===== config.mk =====
export PLATFORM = sky130hd
export DESIGN_NAME = mc_mips_core
export DESIGN_NICKNAME = d
export VERILOG_FILES = /design/src/rtl/mc_core_pkg.sv /design/src/rtl/mc_alu.sv /design/src/rtl/mc_mips_core.sv
export SDC_FILE = /design/constraint.sdc
export NUM_CORES = 1
export LEC_CHECK = 0
export ABC_AREA = 1
export CAP_MARGIN = 25
export CORE_MARGIN = 4
export CORE_UTILIZATION = 60
export CTS_CLUSTER_DIAMETER = 80
export DETAILED_ROUTE_END_ITERATION = 12
export GPL_ROUTABILITY_DRIVEN = 1
export PLACE_DENSITY = 0.82
export SYNTH_ARGS = -nofsm -noshare
export SYNTH_HDL_FRONTEND = slang
export SYNTH_SLANG_ARGS = --single-unit

===== constraint.sdc =====
create_clock -name clock -period 4.9 [get_ports clock]
set_input_delay 0.98 -clock clock [delete_from_list [all_inputs] [get_ports clock]]
set_output_delay 0.98 -clock clock [all_outputs]
set_load 0.02 [all_outputs]

===== src/rtl/mc_core_pkg.sv =====
// mc_core_pkg: opcodes, ALU control codes, FSM states and the halt word
// shared by mc_mips_core and mc_alu.
package mc_core_pkg;

    localparam logic [3:0] OP_ADD  = 4'h0;
    localparam logic [3:0] OP_SUB  = 4'h1;
    localparam logic [3:0] OP_AND  = 4'h2;
    localparam logic [3:0] OP_OR   = 4'h3;
    localparam logic [3:0] OP_NOR  = 4'h4;
    localparam logic [3:0] OP_NAND = 4'h5;
    localparam logic [3:0] OP_SLT  = 4'h6;
    localparam logic [3:0] OP_ADDI = 4'h7;
    localparam logic [3:0] OP_BEQ  = 4'h8;
    localparam logic [3:0] OP_BNE  = 4'h9;

    localparam logic [3:0] ALU_AND  = 4'b0000;
    localparam logic [3:0] ALU_OR   = 4'b0001;
    localparam logic [3:0] ALU_ADD  = 4'b0010;
    localparam logic [3:0] ALU_SUB  = 4'b0110;
    localparam logic [3:0] ALU_SLT  = 4'b0111;
    localparam logic [3:0] ALU_NOR  = 4'b1100;
    localparam logic [3:0] ALU_NAND = 4'b1101;

    localparam logic [15:0] HALT_WORD = 16'hFFFF;

    typedef enum logic [2:0] {FETCH, DECODE, EXEC, WB, HALT} state_t;

    // Branches compare by subtraction; unknown opcodes fall back to add.
    function automatic logic [3:0] alu_ctrl(input logic [3:0] op);
        case (op)
            OP_ADD, OP_ADDI:        return ALU_ADD;
            OP_SUB, OP_BEQ, OP_BNE: return ALU_SUB;
            OP_AND:                 return ALU_AND;
            OP_OR:                  return ALU_OR;
            OP_NOR:                 return ALU_NOR;
            OP_NAND:                return ALU_NAND;
            OP_SLT:                 return ALU_SLT;
            default:                return ALU_ADD;
        endcase
    endfunction

endpackage


===== src/rtl/mc_alu.sv =====
// mc_alu: combinational DATA_W-bit ALU with a zero flag used for branch compares.
module mc_alu
    import mc_core_pkg::*;
#(
    parameter int DATA_W = 16
) (
    input  logic [3:0]        i_ctrl,
    input  logic [DATA_W-1:0] i_a,
    input  logic [DATA_W-1:0] i_b,
    output logic [DATA_W-1:0] o_result,
    output logic              o_zero
);

    logic [DATA_W-1:0] w_diff;
    logic              w_less;

    assign w_diff = i_a - i_b;
    // When the signs differ the sign of a decides; otherwise the difference cannot overflow.
    assign w_less = (i_a[DATA_W-1] ^ i_b[DATA_W-1]) ? i_a[DATA_W-1] : w_diff[DATA_W-1];

    always_comb begin
        o_result = i_a + i_b;
        case (i_ctrl)
            ALU_AND:  o_result = i_a & i_b;
            ALU_OR:   o_result = i_a | i_b;
            ALU_ADD:  o_result = i_a + i_b;
            ALU_SUB:  o_result = w_diff;
            ALU_SLT:  o_result = {{(DATA_W-1){1'b0}}, w_less};
            ALU_NOR:  o_result = ~(i_a | i_b);
            ALU_NAND: o_result = ~(i_a & i_b);
            default:  o_result = i_a + i_b;
        endcase
    end

    assign o_zero = (o_result == '0);

endmodule


===== src/rtl/mc_mips_core.sv =====
// mc_mips_core: multi-cycle FETCH/DECODE/EXEC/WB 16-bit-ISA core with handshaked imem.
// Define MC_CORE_PERF_EN to add saturating perf_cycles/perf_instrs counters.
module mc_mips_core
    import mc_core_pkg::*;
#(
    parameter int DATA_W  = 16,
    parameter int IMEM_AW = 10
) (
    input  logic               clock,
    input  logic               reset,
    output logic               imem_req,
    output logic [IMEM_AW-1:0] imem_addr,
    input  logic [15:0]        imem_rdata,
    input  logic               imem_rvalid,
    output logic [IMEM_AW:0]   pc,
    output logic [15:0]        ir,
    output logic [DATA_W-1:0]  alu_out,
    output logic               retire,
    output logic               halted
`ifdef MC_CORE_PERF_EN
    ,
    output logic [31:0]        perf_cycles,
    output logic [31:0]        perf_instrs
`endif
);

    state_t            r_state;
    state_t            w_next;
    logic [IMEM_AW:0]  r_pc;
    logic [15:0]       r_ir;
    logic [DATA_W-1:0] r_a;
    logic [DATA_W-1:0] r_b;
    logic [DATA_W-1:0] r_alu;
    logic              r_zero;
    logic              r_halted;
    logic [DATA_W-1:0] r_regs [4];

    logic [3:0]        w_op;
    logic [1:0]        w_rs;
    logic [1:0]        w_rt;
    logic [1:0]        w_rd;
    logic [DATA_W-1:0] w_imm;
    logic [DATA_W-1:0] w_rs_val;
    logic [DATA_W-1:0] w_rt_val;
    logic [DATA_W-1:0] w_alu_res;
    logic              w_alu_zero;
    logic [3:0]        w_alu_ctrl;
    logic              w_wr_en;
    logic [1:0]        w_wr_addr;
    logic              w_taken;
    logic [IMEM_AW:0]  w_pc_inc;
    logic [IMEM_AW:0]  w_br_target;

    assign w_op       = r_ir[15:12];
    assign w_rs       = r_ir[11:10];
    assign w_rt       = r_ir[9:8];
    assign w_rd       = r_ir[7:6];
    assign w_imm      = {{(DATA_W-8){r_ir[7]}}, r_ir[7:0]};
    assign w_rs_val   = (w_rs == 2'd0) ? '0 : r_regs[w_rs];
    assign w_rt_val   = (w_rt == 2'd0) ? '0 : r_regs[w_rt];
    assign w_alu_ctrl = alu_ctrl(w_op);

    assign w_pc_inc    = r_pc + (IMEM_AW+1)'(2);
    assign w_br_target = w_pc_inc + (IMEM_AW+1)'({{23{r_ir[7]}}, r_ir[7:0], 1'b0});
    assign w_taken     = ((w_op == OP_BEQ) && r_zero) || ((w_op == OP_BNE) && !r_zero);
    assign w_wr_en     = (w_op <= OP_SLT) || (w_op == OP_ADDI);
    assign w_wr_addr   = (w_op == OP_ADDI) ? w_rt : w_rd;

    mc_alu #(.DATA_W(DATA_W)) u_alu (
        .i_ctrl   (w_alu_ctrl),
        .i_a      (r_a),
        .i_b      (r_b),
        .o_result (w_alu_res),
        .o_zero   (w_alu_zero)
    );

    always_comb begin
        w_next = r_state;
        case (r_state)
            FETCH:   if (imem_rvalid) w_next = DECODE;
            DECODE:  w_next = (r_ir == HALT_WORD) ? HALT : EXEC;
            EXEC:    w_next = WB;
            WB:      w_next = FETCH;
            HALT:    w_next = HALT;
            default: w_next = FETCH;
        endcase
    end

    always_ff @(posedge clock) begin
        if (reset) begin
            r_state  <= FETCH;
            r_pc     <= '0;
            r_ir     <= '0;
            r_a      <= '0;
            r_b      <= '0;
            r_alu    <= '0;
            r_zero   <= 1'b0;
            r_halted <= 1'b0;
            for (int i = 0; i < 4; i++) r_regs[i] <= '0;
        end else begin
            r_state <= w_next;
            case (r_state)
                FETCH: if (imem_rvalid) r_ir <= imem_rdata;
                DECODE: begin
                    r_a <= w_rs_val;
                    r_b <= (w_op == OP_ADDI) ? w_imm : w_rt_val;
                    if (r_ir == HALT_WORD) r_halted <= 1'b1;
                end
                EXEC: begin
                    r_alu  <= w_alu_res;
                    r_zero <= w_alu_zero;
                end
                WB: begin
                    if (w_wr_en && (w_wr_addr != 2'd0)) r_regs[w_wr_addr] <= r_alu;
                    r_pc <= w_taken ? w_br_target : w_pc_inc;
                end
                default: ;
            endcase
        end
    end

    assign imem_req  = (r_state == FETCH);
    assign imem_addr = r_pc[IMEM_AW:1];
    assign pc        = r_pc;
    assign ir        = r_ir;
    assign alu_out   = r_alu;
    assign retire    = (r_state == WB);
    assign halted    = r_halted;

`ifdef MC_CORE_PERF_EN
    always_ff @(posedge clock) begin
        if (reset) begin
            perf_cycles <= '0;
            perf_instrs <= '0;
        end else begin
            if (!r_halted && (perf_cycles != '1)) perf_cycles <= perf_cycles + 32'd1;
            if (retire && (perf_instrs != '1)) perf_instrs <= perf_instrs + 32'd1;
        end
    end
`endif

endmodule

==> results.py <==
metrics = {
    "outcome": {
        "status": "finished, final reports clean",
    },
    "cts": {
        "cts.sinks": 151,
        "cts_tree": "built",
        "insertion_delay_ns": 0.43,
        "root_buffer": "clkbuf_16",
        "clk_path_buf_depth": 2,
        "h-tree-depth": 4,
        "post_cts_resized": 0,
        "cts_made_buffers": 17,
        "ctsHoldBuffers": 0,
        "clk_pin_slew_ns": 0.06,
        "cts_setup_buffers": 0,
    },
    "synthesis": {
        "yosysSeqAreaShare_pct": 37.0,
        "synthArstFlopShare_pct": 0,
        "synth.avg_cell_area_um2": 7.05,
        "synth_area_um2": 9900,
        "ys.flop_type": "dfxtp_1",
        "synth_seq_cells": 151,
        "synth_warnings": 0,
        "synth_edf_count": 64,
        "yosysTopAreaCellShare_pct": 19.4,
        "synth_cell_types": 44,
        "ys_top_cells_by_area": "edfxtp_1, dfxtp_1, nand2_1",
        "yosys.area.top_type": "edfxtp_1",
        "synthCells": 1404,
    },
    "route": {
        "drt_iter0_drc": 1137,
        "routed_via_density": 5.80,
        "drtPass1Iterations": 6,
        "drc": 0,
        "routedWlPerCell_um": 18.1,
        "routed_wl_um": 30500,
        "num_vias": 9781,
        "postRouteAntennaNets": 0,
    },
    "floorplanning": {
        "core.rowCount": 46,
        "start_util_pct": 61.9,
        "die_y_um": 136,
        "die_area_um2": 18600,
        "io_pins": 75,
        "die_w_um": 136,
        "core-area_um2": 16000,
    },
    "global_route": {
        "grt_overflow_total": 0,
        "antenna_found_initial": 0,
        "grt_util_met2_pct": 53.2,
        "grt_util_met1_pct": 46.7,
        "track_usage_pct": 33.2,
        "grt_pass1_wl_um": 47600,
        "gr-usage-met3_pct": 4.92,
        "grt_pass1_vias": 8993,
        "busiest_layer": "met2",
        "grt_max_degree": 72,
    },
    "final_layout": {
        "final_nets": 1538,
        "antenna_cells": 0,
        "syn_to_final_growth_pct": 14.2,
        "final_cell_mix": "nand2_1, inv_1, o21ai_0",
        "drive_gt1_share_pct": 4.83,
        "final_common_cell": "nand2_1",
    },
    "setup_path": {
        "r2r_start": "r_a[2]",
        "reg2reg_depth": 24,
        "crit_arrival_ns": 3.60,
        "path_class": "flip-flop to flip-flop",
        "worstReg2RegEnd": "r_zero",
        "r2r_slack_ns": 1.65,
        "path_max_fanout": 9,
        "end_kind": "flip-flop",
        "start_kind": "flip-flop",
        "required_ns": 5.25,
        "critPathLaunch": "r_a[2]",
    },
    "timing": {
        "hold_viol": 0,
        "rsz0062_at_grt": "false",
        "post-route-period-util_pct": 66.4,
        "setup_viol": 0,
        "max_freq_mhz": 307,
        "fin_skew_ns": 0.00908,
        "finalSetupTns_ns": 0,
        "slew_headroom_pct": 33.6,
        "period_needed_ns": 3.25,
        "layout_setup_ws_ns": 1.65,
        "maxSlewViolCount": 0,
        "worstMarginPinSlew_ns": 0.992,
    },
    "power_and_ir_drop": {
        "power_density_nw_per_um2": 317,
        "leakage_nw": 5.00,
        "peakVddDrop_uv": 267,
    },
    "hold_path": {
        "hold_path.class": "flip-flop to flip-flop",
        "worstHoldStart": "halted",
        "hold_end": "halted",
        "holdPathStages": 2,
    },
    "flow_run": {
        "drv_cap": 0,
    },
    "place": {
        "gp_congestion": 0.919,
        "portBuffers": 73,
        "dp_slack_ns": 1.58,
        "dp_hpwl_um": 22100,
    },
}
==> report_power, final <==
| part | switching, W | leakage [nW] | internal (W) |
|---|---|---|---|
| Combinational | 0.000601 | 3.37 | 0.000275 |
| Clock | 0.000543 | 0.268 | 0.000705 |
| Sequential | 0.0000714 | 1.36 | 0.00138 |
==> stage by stage <==
stage / total power, W / instances / cell area, um2 / hold slack, ns / util [%]
after CTS: 0.00355 / 1684 / 11300 / 0.462 / 70.5
after floorplan: 0.00202 / 1420 / 9960 / 0.457 / -
final: 0.00358 / 1685 / 11300 / 0.461 / 70.6
after global placement: 0.00231 / 1652 / 10700 / 0.436 / 67.0
after global routing: 0.00372 / 1685 / 11300 / 0.496 / 70.6
after detailed placement: 0.00232 / 1652 / 10700 / 0.453 / 67.0
==> Yosys cell counts, types with 7 or more instances <==
cell type	n
o211ai_1	7
ha_1	59
buf_4	11
o21ai_0	149
nor2_1	140
xor2_1	11
clkbuf_1	44
buf_2	9
a31oi_1	14
nand4_1	13
a21oi_1	113
dfxtp_1	87
nand2_1	285
a211oi_1	18
inv_1	204
nand3_1	96
edfxtp_1	64
nor2_2	13
nor3_1	11
==> sequential cells by signal, indices dropped and copies added, names as in the netlist, named ones only <==
register    cells
r_a            16
r_zero          1
r_b            16
pc             10
alu_out        16
r_regs         64
ir             16
halted          1
w_alu_ctrl      4
r_state         3
==> cell type report <==
class / instances / area (um2)
Clock buffer: 19 / 433
Clock inverter: 13 / 123
Fill cell: 1376 / 4700
Inverter: 214 / 803
Multi-Input combinational cell: 988 / 5180
Sequential cell: 151 / 3660
Tap cell: 216 / 270
Timing Repair Buffer: 84 / 828
==> worst max-delay path by stage <==
| stage | end | slack [ns] | cells after the start |
|---|---|---|---|
| 2_1_floorplan | r_regs[3][0] | 1.49 | 6 |
| 3_3_place_gp | w_alu_ctrl[0] | 1.69 | 7 |
| 3_5_place_dp | w_alu_ctrl[0] | 1.58 | 7 |
| 4_1_cts | r_zero | 1.68 | 22 |
| 5_1_grt | r_zero | 1.24 | 22 |
| 6_report | r_zero | 1.65 | 24 |
==> logic make-up after synthesis <==
| kind of cell | after synthesis | synth area share [%] |
|---|---|---|
| and+or+nand+nor | 570 | 24.3 |
| AOI/OAI and AO/OA | 324 | 17.8 |
| buffers and inverters | 281 | 11.3 |
| DFF | 151 | 37.0 |
| adders and majority gates | 63 | 8.27 |
| xor gates and xnor gates | 14 | 1.24 |
| other | 1 | 0.0379 |
==> layer usage <==
metal,up-vias,part of all wire [%]
li1,4686,-
met5,-,0
met3,57,9.1
met4,0,2.4
met1,4500,42
met2,538,47
==> worst max-delay path, stage by stage, from the launching register on <==
cell and delay, ns:
dfxtp_1 0.38, inv_1 0.06, ha_1 0.43, inv_1 0.15
nand2_1 0.07, nand2_1 0.08, nand2_1 0.07, nand3_1 0.16
nand2_1 0.10, nand3_1 0.08, nand2_1 0.06, nand2_1 0.06
a21oi_1 0.07, fa_1 0.40, nand4_1 0.11, o21ai_0 0.10
nor2_1 0.12, nand2_1 0.07, nor2_1 0.11, nand2_1 0.06
nor2_1 0.08, nand3_1 0.07, nor2_1 0.11, nand3_1 0.07
a21oi_1 0.12
No activity file was read; power rests on OpenSTA's default activity.
